[src/rtl/plic_gateway_pkg.sv]
// Shared PLIC definitions: sizes, register-block request struct and the
// per-source gateway state encoding.
package plic_gateway_pkg;

  localparam int PLIC_SOURCE_COUNT = 2;
  localparam int PLIC_TARGET_COUNT = 2;
  // Wide enough for IDs 0..PLIC_SOURCE_COUNT; ID 0 means "no source".
  localparam int PLIC_SOURCE_WIDTH = 2;

  typedef struct packed {
    logic [PLIC_TARGET_COUNT-1:0]                        claim_req;
    logic [PLIC_TARGET_COUNT-1:0]                        complete_req;
    logic [PLIC_TARGET_COUNT-1:0][PLIC_SOURCE_WIDTH-1:0] complete_idx;
  } type_regs2gateway_s;

  typedef enum logic [1:0] {
    GW_IDLE    = 2'd0,
    GW_PENDING = 2'd1,
    GW_CLAIMED = 2'd2
  } gw_state_e;

  // Source index (0-based) to interrupt ID (1-based).
  function automatic logic [PLIC_SOURCE_WIDTH-1:0] src_id(input int idx);
    return PLIC_SOURCE_WIDTH'(idx + 1);
  endfunction

endpackage

[src/rtl/plic_gateway_cell.sv]
// One interrupt source: 2-flop synchroniser, saturating edge counter (edge
// mode only) and the IDLE/PENDING/CLAIMED gateway FSM. The FSM state is
// exported so the parent can derive pending and checkers can observe it.
module plic_gateway_cell
  import plic_gateway_pkg::*;
#(
  parameter bit EDGE_MODE = 1'b0,
  parameter int CNT_W     = 2
) (
  input  logic      clk,
  input  logic      rst,
  input  logic      irq_src,
  input  logic      claim,
  input  logic      complete,
  output gw_state_e state_o
);

  localparam logic [CNT_W-1:0] CNT_MAX = '1;
  localparam logic [CNT_W-1:0] CNT_ONE = CNT_W'(1);

  logic             sync1, sync2, sync2_q;
  logic [CNT_W-1:0] cnt_q, cnt_d;
  gw_state_e        state_q, state_d;
  logic             edge_det, dec, raise;

  // Synchroniser plus one extra stage of history for rising-edge detection.
  always_ff @(posedge clk) begin
    if (rst) begin
      sync1   <= 1'b0;
      sync2   <= 1'b0;
      sync2_q <= 1'b0;
    end else begin
      sync1   <= irq_src;
      sync2   <= sync1;
      sync2_q <= sync2;
    end
  end

  assign edge_det = EDGE_MODE && sync2 && !sync2_q;
  // A claim only consumes an edge when it actually takes the source.
  assign dec      = EDGE_MODE && claim && (state_q == GW_PENDING);
  assign raise    = EDGE_MODE ? ((cnt_q != '0) || edge_det) : sync2;

  // Saturating edge counter; a saturated counter loses the new edge when a
  // claim decrements in the same cycle.
  always_comb begin
    cnt_d = cnt_q;
    if (edge_det && dec) begin
      if (cnt_q == CNT_MAX) cnt_d = cnt_q - CNT_ONE;
    end else if (edge_det) begin
      if (cnt_q != CNT_MAX) cnt_d = cnt_q + CNT_ONE;
    end else if (dec && (cnt_q != '0)) begin
      cnt_d = cnt_q - CNT_ONE;
    end
  end

  // Gateway FSM next state: claims and completions are ignored outside the
  // state that accepts them.
  always_comb begin
    state_d = state_q;
    case (state_q)
      GW_IDLE:    if (raise)    state_d = GW_PENDING;
      GW_PENDING: if (claim)    state_d = GW_CLAIMED;
      GW_CLAIMED: if (complete) state_d = GW_IDLE;
      default:                  state_d = GW_IDLE;
    endcase
  end

  // State and counter registers.
  always_ff @(posedge clk) begin
    if (rst) begin
      state_q <= GW_IDLE;
      cnt_q   <= '0;
    end else begin
      state_q <= state_d;
      cnt_q   <= cnt_d;
    end
  end

  assign state_o = state_q;

endmodule

[src/rtl/plic_gateway.sv]
// PLIC gateway: detects new claims per target, decodes claim/complete IDs
// into one-hot per-source strobes and runs one gateway cell per source.
//
// Request semantics: claim_req[t] is a level from the register block; only
// its first high cycle is a claim event, taking the ID on claim_idx_i[t] in
// that same cycle. complete_req[t] is a single-cycle strobe qualified by
// complete_idx[t]. ID 0 or IDs above the source count decode to nothing.
module plic_gateway
  import plic_gateway_pkg::*;
#(
  parameter logic [PLIC_SOURCE_COUNT-1:0] PLIC_EDGE_MASK  = '0,
  parameter int                           PLIC_EDGE_CNT_W = 2
) (
  input  logic                                              clk,
  input  logic                                              rst,
  input  logic [PLIC_SOURCE_COUNT-1:0]                      irq_src_i,
  input  type_regs2gateway_s                                regs2gateway_i,
  input  logic [PLIC_TARGET_COUNT-1:0][PLIC_SOURCE_WIDTH-1:0] claim_idx_i,
  output logic [PLIC_SOURCE_COUNT-1:0]                      irq_pending_o
);

  logic [PLIC_TARGET_COUNT-1:0] claim_q;
  logic [PLIC_TARGET_COUNT-1:0] claim_ev;
  logic [PLIC_SOURCE_COUNT-1:0] claim_hit;
  logic [PLIC_SOURCE_COUNT-1:0] complete_hit;
  gw_state_e                    cell_state [PLIC_SOURCE_COUNT];

  // Registered copy of claim_req so a held request claims only once.
  always_ff @(posedge clk) begin
    if (rst) claim_q <= '0;
    else     claim_q <= regs2gateway_i.claim_req;
  end

  assign claim_ev = regs2gateway_i.claim_req & ~claim_q;

  // Decode per-target IDs into per-source strobes; several targets naming
  // the same ID merge into one strobe.
  always_comb begin
    claim_hit    = '0;
    complete_hit = '0;
    for (int s = 0; s < PLIC_SOURCE_COUNT; s++) begin
      for (int t = 0; t < PLIC_TARGET_COUNT; t++) begin
        if (claim_ev[t] && (claim_idx_i[t] == src_id(s)))
          claim_hit[s] = 1'b1;
        if (regs2gateway_i.complete_req[t] &&
            (regs2gateway_i.complete_idx[t] == src_id(s)))
          complete_hit[s] = 1'b1;
      end
    end
  end

  for (genvar g = 0; g < PLIC_SOURCE_COUNT; g++) begin : g_cell
    plic_gateway_cell #(
      .EDGE_MODE (PLIC_EDGE_MASK[g]),
      .CNT_W     (PLIC_EDGE_CNT_W)
    ) u_cell (
      .clk      (clk),
      .rst      (rst),
      .irq_src  (irq_src_i[g]),
      .claim    (claim_hit[g]),
      .complete (complete_hit[g]),
      .state_o  (cell_state[g])
    );
    // Pending is a pure decode of the registered FSM state.
    assign irq_pending_o[g] = (cell_state[g] == GW_PENDING);
  end

endmodule

[config.mk]
export PLATFORM = sky130hd
export DESIGN_NAME = plic_gateway
export DESIGN_NICKNAME = d
export VERILOG_FILES = /design/src/rtl/plic_gateway_pkg.sv /design/src/rtl/plic_gateway_cell.sv /design/src/rtl/plic_gateway.sv
export SDC_FILE = /design/constraint.sdc
export NUM_CORES = 1
export LEC_CHECK = 0
export BUFFER_PORTS_ARGS = -buffer_cell sky130_fd_sc_hd__buf_2
export CORE_AREA = 2 2 39 41
export DETAILED_ROUTE_END_ITERATION = 10
export DIE_AREA = 0 0 41 43
export SETUP_SLACK_MARGIN = 0.15
export SYNTH_ARGS = -nofsm -noshare
export SYNTH_HDL_FRONTEND = slang
export SYNTH_SLANG_ARGS = --single-unit
[constraint.sdc]
create_clock -name clk -period 1.4 [get_ports clk]
set_input_delay 0.14 -clock clk [delete_from_list [all_inputs] [get_ports clk]]
set_output_delay 0.14 -clock clk [all_outputs]
set_load 0.05 [all_outputs]
Yosys cells after proc, flatten, opt, wreduce, memory -nomap -nowiden
Index checks and enable logic that the tools add are counted.
{"block": "classes", "n_eq_ne": 18, "muxes": 16, "bitwise_logic": 2, "reduce_logical": 12}
{"operator": "$eq A2 B1 Y1 const B", "n": 6}
{"operator": "$eq A2 B2 Y1 const B", "n": 6}
{"operator": "$mux W2", "n": 6}
{"operator": "$ne A2 B1 Y1 const B", "n": 6}
{"operator": "$pmux W2 S3", "n": 2}
{"operator": "$logic_and A1 B1 Y1", "n": 8}
{"operator": "$mux W1", "n": 8}
{"operator": "$reduce_and A3 Y1", "n": 2}
{"operator": "$logic_not A2 Y1", "n": 2}
{"operator": "$and A2 B2 Y2", "n": 1}
{"operator": "$not A2 Y2", "n": 1}
{"block": "word_totals", "ff_bits": 10, "inputBits": 16, "output_inout_bits": 2, "word_cells": 55}

Logic depth before layout (Yosys ltp)
{"block": "depth", "ltp_word": 7, "mapped_depth": 3}

Cells and area by module
A second synthesis with hierarchy kept.
{"block": "unflattened", "hier_cells": 44, "area_unflattened_um2": 437.9}
{"mod": "plic_gateway_cell", "n_inst": 2, "cells_per_inst": 12, "area_each_um2": 133.9, "seq_area_each_um2": 80.1}
{"mod": "plic_gateway", "n_inst": 1, "cells_per_inst": 20, "area_each_um2": 170.2, "seq_area_each_um2": 40.0}

Worst setup path before layout
OpenSTA, ideal clock, no wires.
{"block": "synth_path", "path_type": "register to register", "from": "register g_cell[1].u_cell.state_q[1]", "to": "register g_cell[1].u_cell.state_q[0]", "setup_ps": 128, "arrival_ps": 743, "required_time_ps": 1272, "slack_ps": 530, "path_stages_with_launch": 4, "period_less_slack_ps": 870, "cell_sequence": "dfxtp_1 and2b_2 a32oi_1 nor2_1"}
{"block": "synth_via", "elab_chain_len": 3, "elab_cells_between_ends": 8, "cone_classes": "eq/ne: 5; mux: 1; reduce/logical: 2"}
{"item": "start, declared", "line_no": "plic_gateway_cell.sv:23", "source": "gw_state_e state_q, state_d;"}
{"item": "start signal, assigned", "line_no": "plic_gateway_cell.sv:75", "source": "state_q <= state_d;"}
{"item": "$eq A2 B2 Y1, or another cell as far along", "line_no": "plic_gateway_cell.sv:61", "source": "case (state_q)"}
{"item": "$ne A2 B1 Y1 (no source line)"}
{"item": "$reduce_and A3 Y1 (no source line)"}
Several ways; a longest one is shown, not always the timed one.
A chain may end at the register's enable or synchronous reset.

Worst setup path after layout
{"block": "layout_path", "from": "register g_cell[1].u_cell.state_q[1]", "to": "output port irq_pending_o[1]"}
{"block": "layout_via", "elab_chain_len": 1}
{"item": "$eq A2 B1 Y1", "line_no": "plic_gateway.sv:65", "source": "assign irq_pending_o[g] = (cell_state[g] == GW_PENDING);"}
{"item": "end, declared", "line_no": "plic_gateway.sv:19", "source": "output logic [PLIC_SOURCE_COUNT-1:0] irq_pending_o"}
No other way between the ends.

==> results.toml <==
[synthesis]
yosysTopAreaCellShare_pct = 45.5
ys_warn_count = 0
syn_inst = 43
syn_avg_cell_area_um2 = 10.2
ys_seq_area_share_pct = 45.5
yosysTopAreaCell = "dfxtp_1"
synth_nets = 59
synthTopCellsByArea = "dfxtp_1 45%, nand4bb_1 10%, nor2b_1 9.9%"
syn_area_um2 = 440
synthDistinctLibCells = 16
synth_seq_cells = 10

[worst_setup_path]
start_kind = "flop"
r2r_start = "g_cell[1].u_cell.state_o[1]"
reg2regPathDepth = 3
cp.required_ns = 1.26
end_kind = "primary output"
crit_type = "flop to primary output"
rrSetupSlack_ns = 0.44
arrival_ns = 1.04
worstPathMaxFanout = 4
r2r_end = "g_cell[1].u_cell.state_o[1]"

[power]
clkPwrFrac_pct = 39.7
peakVddDrop_mv = 0.467
pwr-share-seq_pct = 48.0
p_sw_uw = 134
power_leakage_nw = 0.239
combPwrFrac_pct = 12.2
p_sw_share_pct = 21.3
internal_power_uw = 496
p_per_area_mw_per_mm2 = 1110

[timing]
fin_crit_sh_pct = 84.0
whs_ns = 0.0880
rsz0062_at_grt = "false"
fin_skew_ns = 0.00161
worst_pin_slew_ns = 0.226
tns_ns = 0
fin_crit_ns = 1.18
finalSetupViolCount = 0
maxSlewViolCount = 0
hold_viol_final = 0
relSlewSlack_pct = 84.9
fmax_ghz = 0.851

[routing]
first_pass_iters = 3
antenna_left = 0
post-route-drc-count = 0
routed_wl_um = 732
num_vias = 367
vias_per_cell = 4.77
drt_first_iter_violations = 3
detail_route.wl_per_cell_um = 9.51

[clock_network]
clkSinkCount = 10
cts_buffer_depth = 2
tritoncts = "built"
htree_levels = 1
path_clk_slew_ns = 0.06
postCtsSetupBuffers = 0
cts_root_buf = "clkbuf_4"
clock_latency_ns = 0.26
cts_buffers = 3

[global_route]
grt_max_degree = 11
grt-ovfl-total = 0
grt_pass1_vias = 332
antenna_found_initial = 0
globalRouteTotalUtil_pct = 11.7
grt_first_pass_wirelength_mm = 1.31

[final_layout]
final_util_pct = 41.0
nets = 78
diodes = 0
syn_to_final_growth_pct = 29.0
drive_gt1_share_pct = 39.3

[placed_design]
portBuffers = 17
gp_congestion = 0.613
dp_hpwl_um = 582

[hold_path]
worstHoldEndpoint = "g_cell[1].u_cell.sync1"
hp-start = "irq_src_i[1]"
hold_class = "input port to flop"
holdPathStages = 2

[floorplanning]
io_pins = 18
start_util_pct = 31.8
die_h_um = 43
chipWidth_um = 41
dieArea_mm2 = 0.00176
coreArea_mm2 = 0.00138
rows = 14

[status]
status = "finished, final reports clean"

[flow_run]
cap_violations = 0
cells in the final DEF, fill, tap and decap left out:
master,n
nand3b_1,4
a21boi_1,1
nor2_1,3
and2b_2,2
clkbuf_4,3
a311oi_1,1
a31oi_1,2
clkbuf_8,1
buf_2,15
nor2b_2,1
buf_4,2
nor2b_1,7
dfxtp_1,10
and4b_1,1
nand4bb_1,4
nor3_1,2
a32oi_1,1
o21a_1,1
worst max path at each step:
stage	cells after the start	to	from
2_1_floorplan	3	g_cell[1].u_cell.state_o[0]	g_cell[1].u_cell.state_o[1]
5_1_grt	2	irq_pending_o[1]	g_cell[1].u_cell.state_o[1]
6_report	2	irq_pending_o[1]	g_cell[1].u_cell.state_o[1]
4_1_cts	2	irq_pending_o[1]	g_cell[1].u_cell.state_o[1]
3_3_place_gp	2	irq_pending_o[1]	g_cell[1].u_cell.state_o[1]
3_5_place_dp	2	irq_pending_o[1]	g_cell[1].u_cell.state_o[1]
layer usage:
layer	vias to the layer above	GRT usage, %	part of all wire, %
met2	14	14.4	43
li1	192	-	-
met1	159	15.1	47
met4	0	12.0	1.2
met3	2	3.14	9.0
met5	-	0	0
state kept, by name, indices dropped and copies added, names as in the netlist:
register and flops:
claim_q 2, g_cell.u_cell.raise 2, g_cell.u_cell.state_o 4, g_cell.u_cell.sync1 2
cell type report:
| type | instances | area, µm² |
|---|---|---|
| well taps | 16 | 20.0 |
| fillers | 147 | 816 |
| multi-input cells | 30 | 221 |
| clock buffers | 4 | 36.3 |
| repair buffers | 17 | 90.1 |
| flip-flops and latches | 10 | 200 |
worst max-delay path, cell delays in order (launching register included):
cell,delay (ns)
dfxtp_1,0.34
and2b_2,0.25
buf_4,0.19
cell usage after synthesis, drive strengths merged:
library cell	n
dfxtp	10
nor2b	8
nand3b	4
nand4bb	4
nor2	3
a31oi	2
and2b	2
buf	2
nor3	2
a21boi	1
a311oi	1
a32oi	1
and4b	1
clkbuf	1
o21a	1
repair_timing:
| action | 4_1_cts | 5_1_grt |
|---|---|---|
| endpoints found under the hold margin | 0 | 0 |
| gates resized for setup | 0 | 4 |
| setup endpoints to repair | 0 | 2 |
| hold buffers | 0 | 0 |
metrics by stage:
stage / cells / setup WS (ns) / total power, mW / instance area [µm²]
global route: 77 / 0.171 / 0.676 / 568
finish: 77 / 0.225 / 0.630 / 568
CTS: 77 / 0.172 / 0.641 / 563
global placement: 73 / 0.486 / 0.383 / 527
detailed placement: 73 / 0.463 / 0.385 / 527
floorplan: 43 / 0.530 / 0.358 / 440
logic make-up after synthesis:
group	after synthesis	share of synthesized area, %
flops	10	45.5
simple gates	24	40.1
compound gates	6	10.2
buf+inv	3	4.26
power groups by stage:
| stage | Sequential (mW) | Combinational, mW | Clock [mW] |
|---|---|---|---|
| after floorplan | 0.308 | 0.0498 | 0 |
| after CTS | 0.303 | 0.0761 | 0.262 |
| after detailed placement | 0.309 | 0.0758 | 0 |
| after global placement | 0.309 | 0.0747 | 0 |
| after global routing | 0.305 | 0.0856 | 0.286 |
| final | 0.303 | 0.0772 | 0.250 |
(Power assumes the default switching activity.)
